`src/rtl/spi_master.sv`:
```
// -----------------------------------------------------------------------------
// spi_master
//
// Register-programmed SPI master with software-controlled chip selects.
// One byte is exchanged per transfer, MSB first, as 16 half-periods of
// spi_clk, each lasting DIV+1 clk cycles.
//
// Optional feature macro: SPI_MASTER_MODES_EN
//   defined   : CTRL[3] (cpol) and CTRL[4] (cpha) select SPI modes 0..3.
//   undefined : CTRL[4:3] read 0 and ignore writes; mode 0 only.
//
// Register map (reg_addr):
//   0 DATA   write: load tx byte and start; read: last received byte
//   1 STATUS [0] busy (RO), [1] done (W1C), [2] overrun (W1C)
//   2 CTRL   [2:0] cs_en, [3] cpol, [4] cpha, [7] ie
//   3 DIV    half-period length minus 1
//   others read 0
//
// Ports:
//   clk          in   system clock, rising edge
//   reset        in   synchronous, active-low
//   reg_addr     in   [4:0] register select
//   reg_data_in  in   [7:0] write data
//   reg_write    in   write strobe, one cycle per write
//   reg_data_out out  [7:0] combinational read data
//   spi_clk      out  serial clock
//   spi_mosi     out  serial data out
//   spi_miso     in   serial data in
//   spi_cs       out  [2:0] chip selects, active-low
//   interrupt    out  level interrupt (done & ie)
// -----------------------------------------------------------------------------
module spi_master (
    input  logic       clk,
    input  logic       reset,
    input  logic [4:0] reg_addr,
    input  logic [7:0] reg_data_in,
    input  logic       reg_write,
    output logic [7:0] reg_data_out,
    output logic       spi_clk,
    output logic       spi_mosi,
    input  logic       spi_miso,
    output logic [2:0] spi_cs,
    output logic       interrupt
);

    localparam logic [0:0] ST_IDLE = 1'b0;
    localparam logic [0:0] ST_RUN  = 1'b1;

    localparam logic [4:0] ADDR_DATA   = 5'd0;
    localparam logic [4:0] ADDR_STATUS = 5'd1;
    localparam logic [4:0] ADDR_CTRL   = 5'd2;
    localparam logic [4:0] ADDR_DIV    = 5'd3;

    logic [0:0] r_state;
    logic [7:0] r_tx;
    logic [7:0] r_shift;
    logic [7:0] r_rx;
    logic [7:0] r_div;
    logic [7:0] r_cnt;
    logic [3:0] r_half;
    logic       r_sclk;
    logic       r_mosi;
    logic       r_done;
    logic       r_ovr;
    logic       r_ie;
    logic [2:0] r_cs_en;

    logic w_cpol;
    logic w_cpha;
    logic w_busy;
    logic w_wr_data;
    logic w_wr_status;
    logic w_wr_ctrl;
    logic w_wr_div;
    logic w_last;
    logic w_lead;

    assign w_busy      = (r_state == ST_RUN);
    assign w_wr_data   = reg_write && (reg_addr == ADDR_DATA);
    assign w_wr_status = reg_write && (reg_addr == ADDR_STATUS);
    assign w_wr_ctrl   = reg_write && (reg_addr == ADDR_CTRL);
    assign w_wr_div    = reg_write && (reg_addr == ADDR_DIV);
    assign w_last      = (r_half == 4'd15);
    // Half-periods are counted from 0, so the edge ending an even-indexed
    // half-period is an odd-numbered (leading) edge.
    assign w_lead      = ~r_half[0];

`ifdef SPI_MASTER_MODES_EN
    logic r_cpol;
    logic r_cpha;

    // Mode bits are frozen while a transfer is in flight.
    always_ff @(posedge clk) begin
        if (!reset) begin
            r_cpol <= 1'b0;
            r_cpha <= 1'b0;
        end else if (w_wr_ctrl && !w_busy) begin
            r_cpol <= reg_data_in[3];
            r_cpha <= reg_data_in[4];
        end
    end

    assign w_cpol = r_cpol;
    assign w_cpha = r_cpha;
`else
    assign w_cpol = 1'b0;
    assign w_cpha = 1'b0;
`endif

    always_ff @(posedge clk) begin
        if (!reset) begin
            r_state <= ST_IDLE;
            r_tx    <= 8'h00;
            r_shift <= 8'h00;
            r_rx    <= 8'h00;
            r_div   <= 8'h00;
            r_cnt   <= 8'h00;
            r_half  <= 4'd0;
            r_sclk  <= 1'b0;
            r_mosi  <= 1'b0;
            r_done  <= 1'b0;
            r_ovr   <= 1'b0;
            r_ie    <= 1'b0;
            r_cs_en <= 3'b000;
        end else begin
            if (w_wr_ctrl) begin
                r_cs_en <= reg_data_in[2:0];
                r_ie    <= reg_data_in[7];
            end
            if (w_wr_div && !w_busy) begin
                r_div <= reg_data_in;
            end

            // W1C first; any set later in this block takes priority.
            if (w_wr_status && reg_data_in[1]) begin
                r_done <= 1'b0;
            end
            if (w_wr_status && reg_data_in[2]) begin
                r_ovr <= 1'b0;
            end
            if (w_wr_data && w_busy) begin
                r_ovr <= 1'b1;
            end

            if (r_state == ST_IDLE) begin
                r_sclk <= w_cpol;
                if (w_wr_data) begin
                    r_state <= ST_RUN;
                    r_tx    <= reg_data_in;
                    r_cnt   <= r_div;
                    r_half  <= 4'd0;
                    // cpha=0 presents the MSB before the first edge; cpha=1
                    // waits for the first leading edge.
                    if (!w_cpha) begin
                        r_mosi <= reg_data_in[7];
                    end
                end
            end else begin
                if (r_cnt != 8'd0) begin
                    r_cnt <= r_cnt - 8'd1;
                end else begin
                    r_cnt <= r_div;
                    if (w_last) begin
                        // 16th half-period: clock returns to idle level; with
                        // cpha=1 this is the final trailing (sampling) edge.
                        r_state <= ST_IDLE;
                        r_sclk  <= w_cpol;
                        r_done  <= 1'b1;
                        r_rx    <= w_cpha ? {r_shift[6:0], spi_miso} : r_shift;
                    end else begin
                        r_half <= r_half + 4'd1;
                        r_sclk <= ~r_sclk;
                        if (w_lead) begin
                            if (w_cpha) begin
                                r_mosi <= r_tx[7];
                                r_tx   <= {r_tx[6:0], 1'b0};
                            end else begin
                                r_shift <= {r_shift[6:0], spi_miso};
                            end
                        end else begin
                            if (w_cpha) begin
                                r_shift <= {r_shift[6:0], spi_miso};
                            end else begin
                                r_mosi <= r_tx[6];
                                r_tx   <= {r_tx[6:0], 1'b0};
                            end
                        end
                    end
                end
            end
        end
    end

    always_comb begin
        reg_data_out = 8'h00;
        case (reg_addr)
            ADDR_DATA:   reg_data_out = r_rx;
            ADDR_STATUS: reg_data_out = {5'b00000, r_ovr, r_done, w_busy};
            ADDR_CTRL:   reg_data_out = {r_ie, 2'b00, w_cpha, w_cpol, r_cs_en};
            ADDR_DIV:    reg_data_out = r_div;
            default:     reg_data_out = 8'h00;
        endcase
    end

    assign spi_clk   = r_sclk;
    assign spi_mosi  = r_mosi;
    assign spi_cs    = ~r_cs_en;
    assign interrupt = r_done & r_ie;

endmodule

```
`config.mk`:
```
export PLATFORM = sky130hd
export DESIGN_NAME = spi_master
export DESIGN_NICKNAME = d
export VERILOG_FILES = /design/src/rtl/spi_master.sv
export SDC_FILE = /design/constraint.sdc
export NUM_CORES = 1
export LEC_CHECK = 0
export ABC_CLOCK_PERIOD_IN_PS = 2000
export BUFFER_PORTS_ARGS = -buffer_cell sky130_fd_sc_hd__buf_2
export CORE_MARGIN = 10
export CORE_UTILIZATION = 40
export CTS_BUF_LIST = sky130_fd_sc_hd__clkbuf_8
export DETAILED_ROUTE_END_ITERATION = 7
export PLACE_DENSITY_LB_ADDON = 0.1
export SLEW_MARGIN = 20
export SYNTH_ARGS = -nofsm -noshare
export SYNTH_HDL_FRONTEND = slang
export SYNTH_SLANG_ARGS = --single-unit
export TNS_END_PERCENT = 1
```
`constraint.sdc`:
```
create_clock -name clk -period 2 [get_ports clk]
set_clock_uncertainty 0.1 [all_clocks]
set_input_delay 0.2 -clock clk [delete_from_list [all_inputs] [get_ports clk]]
set_output_delay 0.2 -clock clk [all_outputs]
set_load 0.01 [all_outputs]
```
; ---- Word-level counts from Yosys, hierarchy flattened
; Index checks and enable logic that the tools add are counted.
[classes]
add_sub_neg = 2
n_reduce_logical = 18
n_bitwise = 6
n_eq_ne = 7
muxes = 29
[ops]
columns = operator, count
row1 = two-way mux 7 bit, 5
row2 = case mux 8 bit (4 select lines), 1
row3 = two-way mux 8 bit, 3
row4 = two-way mux 1 bit, 16
row5 = two-way mux 4 bit, 4
row6 = "equality test 5 x 2 -> 1 bit, second input constant", 2
row7 = logical AND 1 bit, 8
row8 = AND reduction 4 bit, 2
row9 = nonzero test 8 bit, 1
row10 = "subtractor 8 x 1 -> 8 bit, second input constant", 1
row11 = AND reduction 3 bit, 2
row12 = "equality test 5 x 1 -> 1 bit, second input constant", 1
row13 = logical NOT 5 bit, 1
row14 = "adder 4 x 1 -> 4 bit, second input constant", 1
row15 = "equality test 4 bit, second input constant", 1
row16 = "inequality test 2 bit, second input constant", 2
row17 = inverter 1 bit, 4
row18 = nonzero test 2 bit, 2
row19 = inverter 3 bit, 1
row20 = "inequality test 2 x 1 -> 1 bit, second input constant", 1
row21 = AND reduction 2 bit, 1
row22 = bitwise AND 1 bit, 1
row23 = logical NOT 1 bit, 1
[totals]
output_inout_bits = 14
in_bits = 17
word_cells = 75
ff_bits = 52

; ---- Depth between registers and ports, before layout
[logic_depth]
depth_word = 7
depth_mapped = 7
mapped_depth_nobuf = 6

; ---- Worst setup path after synthesis
; Ideal clock, no wire load.
[synth_timing]
path_type = register to register
from = reg r_cnt[0]
to = reg r_mosi, in the netlist spi_mosi
required_ps = 1841
n_path_buf = 1
setup_ps = 59
path_stages_with_launch = 8
arrival_time_ps = 1630
slack_ps = 211
synth_period_minus_slack_ps = 1789
cell_sequence = dfxtp_1 -> inv_1 -> ha_1 -> and4bb_2 -> and4_2 -> clkbuf_1 -> o21ai_0 -> o211a_1
[synth_between]
elab_chain_len = 3
[synth_lines]
columns = item, line_no
row1 = "start, declared", 59  ; logic [7:0] r_cnt;
row2 = "start signal, assigned", 150  ; r_cnt <= r_div;
row3 = "start signal, assigned", 160  ; r_cnt <= r_cnt - 8'd1;
row4 = "start signal, assigned", 162  ; r_cnt <= r_div;
row5 = nonzero test 8 bit, 159  ; if (r_cnt != 8'd0) begin
row6 = inequality test 2 bit (no source line), --
row7 = AND reduction 4 bit (no source line), --
row8 = "end signal, assigned", 155  ; r_mosi <= reg_data_in[7];
row9 = "end signal, assigned", 175  ; r_mosi <= r_tx[7];
row10 = "end signal, assigned", 184  ; r_mosi <= r_tx[6];
row11 = "end, declared", 62  ; logic r_mosi;
; No other way between the ends.
; A chain may end at the register's enable or synchronous reset.

; ---- Worst setup path after layout
[layout_timing]
from = reg r_cnt[1]
to = reg r_shift[3]
[layout_between]
elab_chain_len = 3
[layout_lines]
columns = item, line_no
row1 = nonzero test 8 bit, 159
row2 = inverter 1 bit (no source line), --
row3 = AND reduction 4 bit (no source line), --
row4 = "end signal, assigned", 178  ; r_shift <= {r_shift[6:0], spi_miso};
row5 = "end signal, assigned", 182  ; r_shift <= {r_shift[6:0], spi_miso};
row6 = "end, declared", 56  ; logic [7:0] r_shift;
; No other way between the ends.

==> summary.txt <==
Setup path
  – Crit-path max cell delay: approximately 360 ps
  – CP delay by family, top: simple AND/OR/NAND/NOR gates
  – Slowest library cell on the worst path: dfxtp_2
  – Setup crit start kind: flip-flop
  – Setup Crit Path Kind: reg2reg
  – Max FO, Critical Path: 9
  – WP data arrival: ~2000 ps
  – CP bufs+invs: 1
  – Reg2Reg Setup Slack: ~120 ps
  – CP required: about 2100 ps
  – Critical Path End Type: flip-flop
  – Cells along the critical path: inv_1, ha_1, and4bb_2, nand3_4, nor2_4, mux2i_1

Place
  – Inst Count DP: between 300 and 400
  – GPL Wtd Cong: about 0.84
  – Dpl hpwl: between 5 and 6 mm
  – Port bufs: 30
  – DP Worst Slack: between 100 and 150 ps

Logic synthesis
  – Count of cell types in the netlist: 60
  – Post-synthesis sequential area ratio: 40.7%
  – YS warnings: 0
  – Top_reg_cell synth: dfxtp_1
  – Gate Count Post-Synth: 270
  – Async SR Flop Fraction: 0%
  – Mapped Avg Cell Area: about 9.5 µm²
  – Seq cells post-synth: between 50 and 60
  – Net Count, Synth: 290
  – Post-Syn Area: 2560 µm²
  – EDFF count, synth: 0

Clock tree
  – Max clock buf depth: 2
  – H-tree depth: 2
  – CTS tree: yes
  – Setup bufs post-CTS: 0
  – Total CTS buffers: 5
  – Reg clk slew, reported paths: roughly 90 ps
  – CTS Root Cell: clkbuf_8
  – CTS sink cnt: 52
  – Later-pin clock latency in the skew report: roughly 310 ps

GRT
  – Met2 usage: 20.6%
  – M3 GR Usage: 3.91%
  – First-pass GRT wire length: 10.8 mm
  – GRT Util Overall: roughly 13%
  – Initial antenna violation count: 0
  – Met1 Use GR: ~18%
  – Most Crowded Layer GR: met2
  – Largest net degree at the start of global routing: 22
  – Vias in the first global route: between 2000 and 2500
  – GRT overflow: 0

Timing
  – Max Fclk: ~0.53 GHz
  – Slew headroom: between 50% and 60%
  – Setup TNS Final: 0 ps
  – Final setup vio count: 0
  – Fin. Hold Viols: 0
  – Slew Limit Fails: 0
  – Part of the cycle the worst path needs: about 94%
  – Min cycle time layout: roughly 1900 ps
  – Final worst slack: between 100 and 150 ps
  – Worst Tran Pin Value: around 730 ps
  – RSZ-0062 raised after global routing: false

Route
  – DRT iter0 DRCs: 158
  – Number of remaining DRC errors: 0
  – Post-DR wirelength/cell: between 15 and 20 µm
  – Final ANT Viol Nets: 0
  – Final WL: ~6.7 mm
  – First-pass iteration count of the detailed router: 4
  – Via count: around 2200
  – DR vias/cell: 5.58

Floorplanning
  – Die W: approximately 100 µm
  – I/O pins: 31
  – Row cnt: 29
  – Core area: 6280 µm²
  – Die area: 9990 µm²
  – Vert. Die Dim: roughly 100 µm
  – Initial Utilization: ~40%

Layout
  – Commonest non-fill, non-tap cell in the layout: dfxtp_1
  – Layout Nets: roughly 330
  – Diode count: 0
  – Most frequent cells in the layout: dfxtp_1 (51), mux2i_1 (37), buf_2 (30)
  – Post-Layout Cell Count: 387
  – Layout cells sized above 1: approximately a quarter
  – Synthesis-to-finish area growth: 15.7%

Power
  – P_leak: roughly 1.4 nW
  – Power Density: 633 nW/µm²
  – Final Power: ~0.0019 W
  – VDD IR max: ~0.00044 V

Flow run
  – Max Cap Viol: 0

Hold path
  – Min-Delay Path Class: in2reg

Status
  – Outcome: finished, final reports clean
-- worst min-delay path, stage by stage --
cell and delay (ps):
buf_2 100, nand2_1 50, mux2i_1 60
-- sequential cells by signal, indices dropped and copies added (netlist names) --
signal	count
r_shift	8
r_ie	1
r_tx	7
r_cnt	8
spi_clk	1
r_state	1
r_half	4
r_cs_en	3
r_div	8
r_rx	8
r_done	1
r_ovr	1
spi_mosi	1
-- through the flow --
stage               hold WS [ps]  util, %  instance area (µm²)
global placement             349     45.3                 2840
finish                      44.7     47.1                 2960
global route                49.5     47.1                 2960
CTS                         49.4     47.0                 2950
floorplan                    240        -                 2560
detailed placement           360     45.3                 2840
-- kinds of logic (layout without fill, tap and decap cells) --
| kind of cell | count (synthesis) | after routing | synth area share, % |
|---|---|---|---|
| AO/OA/AOI/OAI | 55 | 55 | 16.9 |
| XOR/XNOR | 3 | 3 | 1.03 |
| adder cells (fa/ha/maj) | 3 | 3 | 1.47 |
| buffers and inverters | 22 | 62 | 4.16 |
| flip-flops | 52 | 52 | 40.7 |
| multiplexers | 38 | 38 | 14.9 |
| AND/OR/NAND/NOR | 97 | 97 | 20.8 |
-- area by class of cell --
type / count / area, µm²
multi-input combinational: 196 / 1420
tap: 77 / 96.3
clock inverter: 3 / 38.8
sequential: 52 / 1040
clock buffer: 5 / 68.8
fill: 620 / 3320
inverter: 9 / 33.8
timing repair buffer: 45 / 263
-- path summary, 6_finish.rpt --
| path | from | endpoint | cells after the start |
|---|---|---|---|
| setup / recovery | r_cnt[1] | r_shift[3] | 6 |
| hold / removal | spi_miso | r_shift[0] | 3 |
| setup reg to reg | r_cnt[1] | r_shift[3] | 6 |
| hold reg to reg | r_shift[7] | r_shift[7] | 2 |
-- metal layers --
layer	routed length [µm]	vias up
li1	-	1075
met1	3190	1027
met4	61	0
met3	372	6
met2	3100	50
met5	0	-
-- synth_stat cells, types with 2 or more instances --
| library cell | number | share of area [%] |
|---|---|---|
| nor2b_1 | 2 | 0.49 |
| o21ai_0 | 4 | 0.78 |
| a22o_1 | 4 | 1.4 |
| a22oi_1 | 7 | 2.1 |
| mux2i_1 | 37 | 14 |
| and2_1 | 3 | 0.73 |
| nor2_1 | 26 | 3.8 |
| a21oi_1 | 7 | 1.4 |
| dfxtp_1 | 52 | 41 |
| nand3_1 | 7 | 1.4 |
| nor3_1 | 11 | 2.2 |
| buf_6 | 3 | 1.3 |
| a211oi_1 | 6 | 1.8 |
| a31o_2 | 2 | 0.69 |
| nand2_1 | 20 | 2.9 |
| nand4_1 | 3 | 0.73 |
| or3_1 | 2 | 0.49 |
| o211a_1 | 3 | 1.2 |
| ha_1 | 3 | 1.5 |
| inv_1 | 9 | 1.3 |
| clkbuf_1 | 9 | 1.3 |
| and3_1 | 7 | 1.7 |
| xor2_1 | 2 | 0.69 |
| a31oi_1 | 3 | 0.73 |
| o21a_1 | 2 | 0.59 |
| nor3b_1 | 2 | 0.59 |
-- timing repair --
action | 4_1_cts | 5_1_grt
hold buffers | 0 | 0
endpoints found under the hold margin | 0 | 0
gates resized for setup | 0 | 3
setup endpoints to repair | 0 | 6
-- where the power goes --
part | switching [W] | internal, W
combinational | 0.0000690 | 0.0000430
sequential | 0.00000569 | 0.00104
clock | 0.000348 | 0.000367
(Power assumes the default switching activity.)
